## config.mk

```make
export PLATFORM = sky130hd
export DESIGN_NAME = candidate_delay_buffer
export DESIGN_NICKNAME = d
export VERILOG_FILES = /design/src/rtl/candidate_buffer_pkg.sv /design/src/rtl/candidate_shift_chain.sv /design/src/rtl/candidate_delay_buffer.sv
export SDC_FILE = /design/constraint.sdc
export NUM_CORES = 1
export LEC_CHECK = 0
export BUFFER_PORTS_ARGS = -buffer_cell sky130_fd_sc_hd__buf_2
export CAP_MARGIN = 20
export CELL_PAD_IN_SITES_DETAIL_PLACEMENT = 0
export CELL_PAD_IN_SITES_GLOBAL_PLACEMENT = 1
export CORE_UTILIZATION = 54
export DETAILED_ROUTE_END_ITERATION = 7
export GPL_ROUTABILITY_DRIVEN = 1
export GPL_TIMING_DRIVEN = 0
export MAX_ROUTING_LAYER = met4
export PLACE_DENSITY = 0.93
export SYNTH_ARGS = -nofsm -noshare
export SYNTH_HDL_FRONTEND = slang
export SYNTH_HIERARCHICAL = 1
export SYNTH_SLANG_ARGS = --single-unit
```

## constraint.sdc

```tcl
create_clock -name clock -period 7.25 [get_ports clock]
set_input_delay 1.0875 -clock clock [delete_from_list [all_inputs] [get_ports clock]]
set_output_delay 1.0875 -clock clock [all_outputs]
set_load 0.02 [all_outputs]
```

## src/rtl/candidate_buffer_pkg.sv

```systemverilog
// rtl/candidate_buffer_pkg.sv - shared state type and helpers for the candidate delay buffer
package candidate_buffer_pkg;

   typedef enum logic [1:0] {
      EMPTY   = 2'd0,
      FILLING = 2'd1,
      PRIMED  = 2'd2
   } state_e;

   // A delay of 0 has no tap, and no tap exists beyond the last physical stage.
   function automatic int unsigned clamp_delay(input int unsigned sel, input int unsigned depth);
      if (sel == 0) return 1;
      if (sel > depth) return depth;
      return sel;
   endfunction

   function automatic int unsigned ch_lo(input int unsigned ch, input int unsigned width);
      return ch * width;
   endfunction

endpackage

```

## src/rtl/candidate_shift_chain.sv

```systemverilog
// rtl/candidate_shift_chain.sv - one channel of qualified shift stages with a selectable tap
module candidate_shift_chain #(
   parameter int DATAWIDTH = 8,
   parameter int DEPTH     = 10,
   parameter int SELW      = $clog2(DEPTH + 1)
) (
   input  logic                 clock,
   input  logic                 reset,
   input  logic                 shift,
   input  logic                 clear,
   input  logic [DATAWIDTH-1:0] din,
   input  logic [SELW-1:0]      tap_sel,
   output logic [DATAWIDTH-1:0] dout
);

   logic [DATAWIDTH-1:0] stage_q [DEPTH];

   always_ff @(posedge clock or negedge reset) begin
      if (!reset) begin
         for (int i = 0; i < DEPTH; i++) stage_q[i] <= '0;
      end else if (clear) begin
         for (int i = 0; i < DEPTH; i++) stage_q[i] <= '0;
      end else if (shift) begin
         stage_q[0] <= din;
         for (int i = 1; i < DEPTH; i++) stage_q[i] <= stage_q[i-1];
      end
   end

   // tap_sel counts beats of delay, so stage index is tap_sel-1.
   always_comb begin
      dout = '0;
      for (int i = 0; i < DEPTH; i++) begin
         if (tap_sel == SELW'(i + 1)) dout = stage_q[i];
      end
   end

endmodule

```

## src/rtl/candidate_delay_buffer.sv

```systemverilog
// rtl/candidate_delay_buffer.sv - multi-channel equal-delay candidate line with fill tracking and flush
module candidate_delay_buffer
   import candidate_buffer_pkg::*;
#(
   parameter  int DATAWIDTH = 8,
   parameter  int NUM_CH    = 9,
   parameter  int DEPTH     = 10,
   localparam int CNTW      = $clog2(DEPTH + 1)
) (
   input  logic                        clock,
   input  logic                        reset,
   input  logic                        in_valid,
   input  logic                        flush,
   input  logic [CNTW-1:0]             delay_sel,
   input  logic [NUM_CH*DATAWIDTH-1:0] in_data,
   output logic [NUM_CH*DATAWIDTH-1:0] out_data,
   output logic                        out_valid,
   output logic [CNTW-1:0]             fill_level,
   output logic [CNTW-1:0]             cfg_delay
);

   state_e          state_q, state_d;
   logic [CNTW-1:0] fill_q, fill_d;
   logic [CNTW-1:0] cfg_q, cfg_d;
   logic            accept;

   // Flush wins over a coincident beat, which is then neither stored nor counted.
   assign accept = in_valid & ~flush;

   always_ff @(posedge clock or negedge reset) begin
      if (!reset) begin
         state_q <= EMPTY;
         fill_q  <= '0;
         cfg_q   <= CNTW'(DEPTH);
      end else begin
         state_q <= state_d;
         fill_q  <= fill_d;
         cfg_q   <= cfg_d;
      end
   end

   always_comb begin
      state_d = state_q;
      fill_d  = fill_q;
      cfg_d   = cfg_q;
      if (flush) begin
         state_d = EMPTY;
         fill_d  = '0;
         cfg_d   = CNTW'(clamp_delay(32'(delay_sel), DEPTH));
      end else if (accept) begin
         if (fill_q != CNTW'(DEPTH)) fill_d = fill_q + CNTW'(1);
         case (state_q)
            EMPTY:   state_d = (cfg_q == CNTW'(1)) ? PRIMED : FILLING;
            FILLING: if (fill_q + CNTW'(1) == cfg_q) state_d = PRIMED;
            default: state_d = state_q;
         endcase
      end
   end

   assign out_valid  = (state_q == PRIMED);
   assign fill_level = fill_q;
   assign cfg_delay  = cfg_q;

   for (genvar c = 0; c < NUM_CH; c++) begin : g_ch
      localparam int unsigned LO = ch_lo(c, DATAWIDTH);

      candidate_shift_chain #(
         .DATAWIDTH (DATAWIDTH),
         .DEPTH     (DEPTH),
         .SELW      (CNTW)
      ) u_chain (
         .clock   (clock),
         .reset   (reset),
         .shift   (accept),
         .clear   (flush),
         .din     (in_data[LO +: DATAWIDTH]),
         .tap_sel (cfg_q),
         .dout    (out_data[LO +: DATAWIDTH])
      );
   end

endmodule

```

==> results.sh, run 1 <==
export IMPL_placed_cell_area_sq_um=39570
export IMPL_min_period_ns=4.433
export IMPL_die_x_microns=265.1
export IMPL_antenna_found_initial=8
export IMPL_place_worst_setup_slack_ns=3.524
export IMPL_ctsHtreeMaxLevel=3
export IMPL_drive_gt1_share_pct=14.89
export IMPL_synthFlopType="dfrtp_1"
export IMPL_drt_wirelength_per_cell_microns=19.78
export IMPL_tightest_slew_ns=1.006
export IMPL_dpl_hpwl_microns=64330
export IMPL_crit_path_start_kind="flip-flop"
export IMPL_syn_to_final_growth_pct=13.19
export IMPL_worst_path_max_fanout=13
export IMPL_leakage_nw=19.43
export IMPL_setup_ws_ns=2.817
export IMPL_cts_sinks=730
export IMPL_slew_headroom_pct=32.92
export IMPL_io_buffer_count=160
export IMPL_hold_worst_slack_ns=0.4150
export IMPL_viasPerCell=5.793
export IMPL_yosysTopAreaCell="dfrtp_1"
export IMPL_cts_tree="done"
export IMPL_synth_top_cell_area_share_pct=48.73
export IMPL_rsz0062_at_grt="no"
export IMPL_core_area_sq_um=68590
export IMPL_post_cts_buffers=0
export IMPL_hold_viol=0
export IMPL_io_pins=161
export IMPL_track_usage_pct=28.03
export IMPL_num_rows=96
export IMPL_maxCapViolations=0
export IMPL_ys_warnings_count=6
export IMPL_critPathArrivalTime_ns=3.35
export IMPL_netlist_instances=3586
export IMPL_endpoint_kind="output port"
export IMPL_first_pass_iters=8
export IMPL_grt_max_degree=122
export IMPL_clk_pin_slew_ns=0.06
export IMPL_fin_skew_ns=0.02239
export IMPL_insertion_delay_ns=0.61
export IMPL_hold_buffers=0
export IMPL_synth_most_common_cell="nor2_1"
export IMPL_setup_viol=0
export IMPL_gp_congestion=0.9387
export IMPL_hold_class="in2async"
export IMPL_cts_resized=0
export IMPL_fmax_ghz=0.2256
export IMPL_grt_pass1_wl_microns=153400
export IMPL_clk_path_buf_depth=3
export IMPL_ir_drop_mv=0.1861
export IMPL_finalMaxSlewViolations=0
export IMPL_syn_area_per_cell_sq_um=10.42
export IMPL_grt_pass1_vias=27470
export IMPL_worstSetupPathType="reg2out"
export IMPL_synthTopCellsByCount="843 x nor2_1, 774 x mux2i_1, 728 x dfrtp_1"
export IMPL_setup_tns_ns=0
export IMPL_die_h_microns=265.1
export IMPL_yosysUniqueCellTypes=47
export IMPL_status="finished, violations left"
export IMPL_synth_area_sq_um=37380
export IMPL_cts_root_buf="clkbuf_16"
export IMPL_syn_nets=3668
export IMPL_p_per_area_nw_per_um2=231.0
export IMPL_synth_edf_count=0
export IMPL_ys_async_sr_fraction_pct=100.0
export IMPL_die_area_sq_um=70280
export IMPL_ys_top_cells_by_area="dfrtp_1 49%, mux2i_1 21%, nor2_1 8.5%, nand2b_1 2.6%, mux2_2 2.0%"
export IMPL_overflow=0
export IMPL_initial_utilization_pct=54.50
export IMPL_vias=27990
export IMPL_required_ns=6.16
export IMPL_yosysSeqAreaShare_pct=48.88
export IMPL_postLayoutCellArea_sq_um=42310
export IMPL_drtIter0Drc=2108
export IMPL_finalCritPeriodShare_pct=61.15
export IMPL_yosys_register_bits=730
export IMPL_violations="design-rule violations"
export IMPL_drc_errors=1
export IMPL_ant_nets=0
export IMPL_drt_wl_total_microns=95580
export IMPL_cts_buffers_inserted=81
export IMPL_final_nets=3919
==> power by group <==
group          total [mW]  internal (mW)  switching, mW
Sequential           4.17           4.11         0.0620
Combinational        1.42          0.520          0.902
Clock                4.18           2.54           1.64
==> worst max-delay path, cell delays in order (launching register included) <==
cell	delay, ns
dfstp_2	1.01
buf_2	0.32
buf_2	0.24
buf_2	0.29
a221oi_1	0.14
o32ai_1	0.43
buf_2	0.30
==> cell type report <==
class                      instances  area (sq um)
clock inverter                    26         299.0
timing repair buffer             168          1018
tap                              931          1165
sequential                       730         18280
multi-input combinational       2491         17370
fill                            5717         26270
buffer                           299          1491
clock buffer                     115          2430
antenna                            5         12.51
inverter                          66         247.7
==> layout by cell type, fill, tap and decap left out, drive strengths merged, types with 19 or more instances in the layout <==
cell type and instances:
nor2 852, mux2i 774, dfrtp 728, buf 350, clkbuf 232, nand2b 153
a21oi 129, inv 68, nand2 67, mux2 65, o22a 63, o22ai 63
o221ai 45, a221o 45, nor3 37, nor2b 22, o211ai 19, a211oi 19
==> stage by stage <==
stage	utilization (%)	power, mW	std cells
after floorplan	-	5.165	3586
after global placement	57.37	5.632	4677
after detailed placement	57.70	5.651	4685
after CTS	61.68	9.865	4826
after global routing	61.69	10.14	4831
final	61.69	9.776	4831
==> path summary, 6_finish.rpt <==
path	slack, ns	end	startpoint	cells past startpoint
worst min register to register	0.51	g_ch[2].u_chain/stage_q[7]	g_ch[2].u_chain/stage_q[7]	2
worst max register to register	5.18	state_q[1]	cfg_delay[3]	4
worst min-delay path	0.41	g_ch[7].u_chain/stage_q[2]	reset	1
min in group clock	0.51	g_ch[2].u_chain/stage_q[7]	g_ch[2].u_chain/stage_q[7]	2
worst max-delay path	2.82	out_data[22]	cfg_delay[1]	6
max in group asynchronous	5.28	g_ch[5].u_chain/stage_q[75]	reset	3
==> registers in the layout, indices dropped and copies added (netlist names) <==
name and flops:
fill_level 4, state_q 2, cfg_delay 4, g_ch.u_chain/stage_q 720
==> cell families after synthesis <==
logic type | count (synthesis) | synth area share [%]
multiplexers | 848 | 23.32
adder cells (fa/ha/maj) | 3 | 0.09371
buffers and inverters | 365 | 4.653
AND/OR/NAND/NOR | 1154 | 13.18
flip-flops | 730 | 48.88
AO/OA/AOI/OAI | 477 | 9.650
XOR/XNOR | 9 | 0.2310
==> layer usage <==
metal	vias to the layer above	share of wire [%]	GRT usage [%]
li1	13050	-	-
met1	13990	46	38.91
met2	770	46	42.74
met3	174	5.5	3.934
met4	0	2.7	8.780
met5	-	0	-
Note: power is estimated with default switching activity, not from simulation.
==> run 2: changes to the inputs <==
--- a/config.mk
+++ b/config.mk
@@ -5,16 +5,17 @@
 export SDC_FILE = /design/constraint.sdc
 export NUM_CORES = 1
 export LEC_CHECK = 0
+export ABC_AREA = 1
 export BUFFER_PORTS_ARGS = -buffer_cell sky130_fd_sc_hd__buf_2
 export CAP_MARGIN = 20
 export CELL_PAD_IN_SITES_DETAIL_PLACEMENT = 0
 export CELL_PAD_IN_SITES_GLOBAL_PLACEMENT = 1
-export CORE_UTILIZATION = 54
+export CORE_UTILIZATION = 42
 export DETAILED_ROUTE_END_ITERATION = 7
 export GPL_ROUTABILITY_DRIVEN = 1
 export GPL_TIMING_DRIVEN = 0
 export MAX_ROUTING_LAYER = met4
-export PLACE_DENSITY = 0.93
+export PLACE_DENSITY = 0.83
 export SYNTH_ARGS = -nofsm -noshare
 export SYNTH_HDL_FRONTEND = slang
 export SYNTH_HIERARCHICAL = 1
==> constraint.sdc (replaced) <==
create_clock -name clock -period 3.86 [get_ports clock]
set_input_delay 0.579 -clock clock [delete_from_list [all_inputs] [get_ports clock]]
set_output_delay 0.579 -clock clock [all_outputs]
set_load 0.02 [all_outputs]
==> run 2 against run 1 <==
  * The run now ends clean
  * Power grew 79%
  * Synthesized cell count up 18%
  * Clock power up 99%
  * Flip-flop and latch count is the same
  * First-iteration DRC count grew 14%
  * Sequential power up 88%
  * Combinational power fell by 4%
  * Largest cell class unchanged
==> results.sh, run 2 <==
export IMPL_core_area_sq_um=79520
export IMPL_largest_register_ffs=720
export IMPL_antenna_found_initial=4
export IMPL_ctsHtreeMaxLevel=3
export IMPL_slew_headroom_pct=55.86
export IMPL_setup_viol=0
export IMPL_clk_pin_slew_ns=0.06
export IMPL_endpoint_kind="output port"
export IMPL_gp_congestion=0.8625
export IMPL_ys_top_cells_by_area="dfrtp_1 54%, nand2_1 13%, nand3_1 8.2%, o21ai_0 7.2%, inv_1 3.7%"
export IMPL_place_worst_setup_slack_ns=0.4057
export IMPL_fin_skew_ns=0.02112
export IMPL_r2r_start="cfg_delay[1]"
export IMPL_tightest_slew_ns=0.6621
export IMPL_yosysTopAreaCell="dfrtp_1"
export IMPL_ir_drop_mv=0.3638
export IMPL_power_share_switching_pct=25.43
export IMPL_io_pins=161
export IMPL_drtIter0Drc=2397
export IMPL_clkPwrFrac_pct=47.6
export IMPL_ys_warnings_count=6
export IMPL_hold_class="in2reg"
export IMPL_synthTopCellsByCount="1165 x nand2_1, 728 x dfrtp_1, 555 x nand3_1"
export IMPL_min_period_ns=3.731
export IMPL_track_usage_pct=25.64
export IMPL_setup_tns_ns=0
export IMPL_dpl_hpwl_microns=69010
export IMPL_initial_utilization_pct=42.74
export IMPL_final_nets=4562
export IMPL_p_seq_share_pct=44.7
export IMPL_cts_tree="done"
export IMPL_io_buffer_count=160
export IMPL_netlist_instances=4219
export IMPL_synth_edf_count=0
export IMPL_die_area_sq_um=82060
export IMPL_fill_cells=7854
export IMPL_synth_top_cell_area_share_pct=53.60
export IMPL_p_int_mw=13.06
export IMPL_drc_errors=0
export IMPL_leakage_nw=17.65
export IMPL_r2r_cells=9
export IMPL_overflow=0
export IMPL_die_x_microns=286.5
export IMPL_p_per_area_nw_per_um2=444.3
export IMPL_synth_most_common_cell="nand2_1"
export IMPL_grt_pass1_vias=29520
export IMPL_synth_area_sq_um=33990
export IMPL_required_ns=3.28
export IMPL_layout_common_cells="1165 x nand2_1, 726 x dfrtp_1, 555 x nand3_1, 492 x o21ai_0, 336 x inv_1"
export IMPL_holdPathStages=3
export IMPL_finalMaxSlewViolations=0
export IMPL_critPathArrivalTime_ns=3.15
export IMPL_rsz0062_at_grt="no"
export IMPL_reg2reg_slack_ns=1.73
export IMPL_die_h_microns=286.5
export IMPL_ys_async_sr_fraction_pct=100.0
export IMPL_yosys_register_bits=730
export IMPL_fmax_ghz=0.2680
export IMPL_cpPeakStageDelay_ns=1.04
export IMPL_num_rows=103
export IMPL_hold_viol=0
export IMPL_clk_path_buf_depth=3
export IMPL_yosysUniqueCellTypes=25
export IMPL_grt_pass1_wl_microns=163500
export IMPL_first_pass_iters=5
export IMPL_vias=30070
export IMPL_pwr_share_comb_pct=7.8
export IMPL_syn_to_final_growth_pct=15.96
export IMPL_cts_sinks=730
export IMPL_regMostFlops="g_ch.u_chain/stage_q"
export IMPL_cts_root_buf="clkbuf_16"
export IMPL_worstHoldStart="in_data[38]"
export IMPL_ant_nets=0
export IMPL_cp_startpoint="cfg_delay[1]"
export IMPL_cpMaxStageDelayCell="dfstp_4"
export IMPL_maxCapViolations=0
export IMPL_drt_wl_total_microns=101000
export IMPL_syn_area_per_cell_sq_um=8.055
export IMPL_worstSetupPathType="reg2out"
export IMPL_final_common_cell="nand2_1"
export IMPL_yosysSeqAreaShare_pct=53.76
export IMPL_syn_nets=4301
export IMPL_cp_cell_sequence="inv_2 -> nor2_4 -> inv_4 -> nor2_4 -> nand2_1 -> nand4_1 -> nor2_1 -> nand4_1 -> buf_2"
export IMPL_drt_wirelength_per_cell_microns=18.02
export IMPL_status="finished clean"
export IMPL_setup_ws_ns=0.1293
export IMPL_finalCritPeriodShare_pct=96.65
export IMPL_synthFlopType="dfrtp_1"
export IMPL_insertion_delay_ns=0.63
export IMPL_grt_max_degree=116
export IMPL_p_sw_mw=4.452
export IMPL_drive_gt1_share_pct=11.04
export IMPL_viasPerCell=5.367
export IMPL_cts_buffers_inserted=84
export IMPL_worst_path_max_fanout=22
export IMPL_crit_path_start_kind="flip-flop"
==> run 2: per-layer routing <==
layer,GRT usage (%),vias up,part of all wire [%]
li1,-,14460,-
met2,38.59,796,46
met4,7.513,0,2.5
met1,35.78,14650,46
met3,3.879,162,5.6
met5,-,-,0
==> run 2: power by group through the flow <==
stage	Clock [mW]	Sequential (mW)	Combinational [mW]
floorplan	0	7.94	0.688
global placement	0	8.00	1.27
detailed placement	0	7.97	1.33
CTS	8.53	7.82	1.36
global route	8.83	7.82	1.49
finish	8.33	7.82	1.36
==> run 2: critical path: cells and delay by family, from the launching register on <==
kind	cells	cell delay, ns
buffers and inverters	3	0.44
DFF	1	1.04
and+or+nand+nor	6	1.00
==> run 2: area by class of cell <==
class,instances,area (sq um),share of cell area (%)
Sequential cell,730,18290,46.40
Antenna cell,4,10.01,0.02540
Timing Repair Buffer,175,1169,2.965
Clock buffer,122,2510,6.369
Inverter,373,1445,3.667
Tap cell,1050,1314,3.334
Multi-Input combinational cell,2900,13390,33.97
Buffer,216,889.6,2.257
Clock inverter,33,397.9,1.010
==> run 2: path summary, 6_finish.rpt <==
kind                                               end
setup / recovery                          out_data[57]
hold / removal             g_ch[4].u_chain/stage_q[78]
setup reg to reg                            state_q[1]
hold reg to reg             g_ch[2].u_chain/stage_q[3]
max in group asynchronous  g_ch[4].u_chain/stage_q[21]
min in group asynchronous   g_ch[1].u_chain/stage_q[4]
==> run 2: stage by stage <==
step | area [sq um] | std cells | total power, mW | utilization, % | hold slack [ns]
finish | 39410 | 5603 | 17.51 | 49.56 | 0.1877
global placement | 36100 | 5429 | 9.268 | 45.40 | 0.4535
detailed placement | 36430 | 5441 | 9.298 | 45.81 | 0.4596
floorplan | 33990 | 4219 | 8.626 | - | 0.2834
CTS | 39380 | 5598 | 17.71 | 49.52 | 0.1427
global route | 39410 | 5603 | 18.14 | 49.56 | 0.1655
==> run 2: repair_timing <==
action                     in CTS  in global routing
resized for setup               1                  1
setup endpoints to repair      65                  2
hold endpoints to repair       65                  0
hold buffers                    1                  0
setup buffers                   1                  1
==> run 2: cell families after synthesis <==
group | synth area share [%]
buffers and inverters | 6.870
AND/OR/NAND/NOR | 29.51
adder cells (fa/ha/maj) | 0.07362
flip-flops | 53.76
AO/OA/AOI/OAI | 9.786
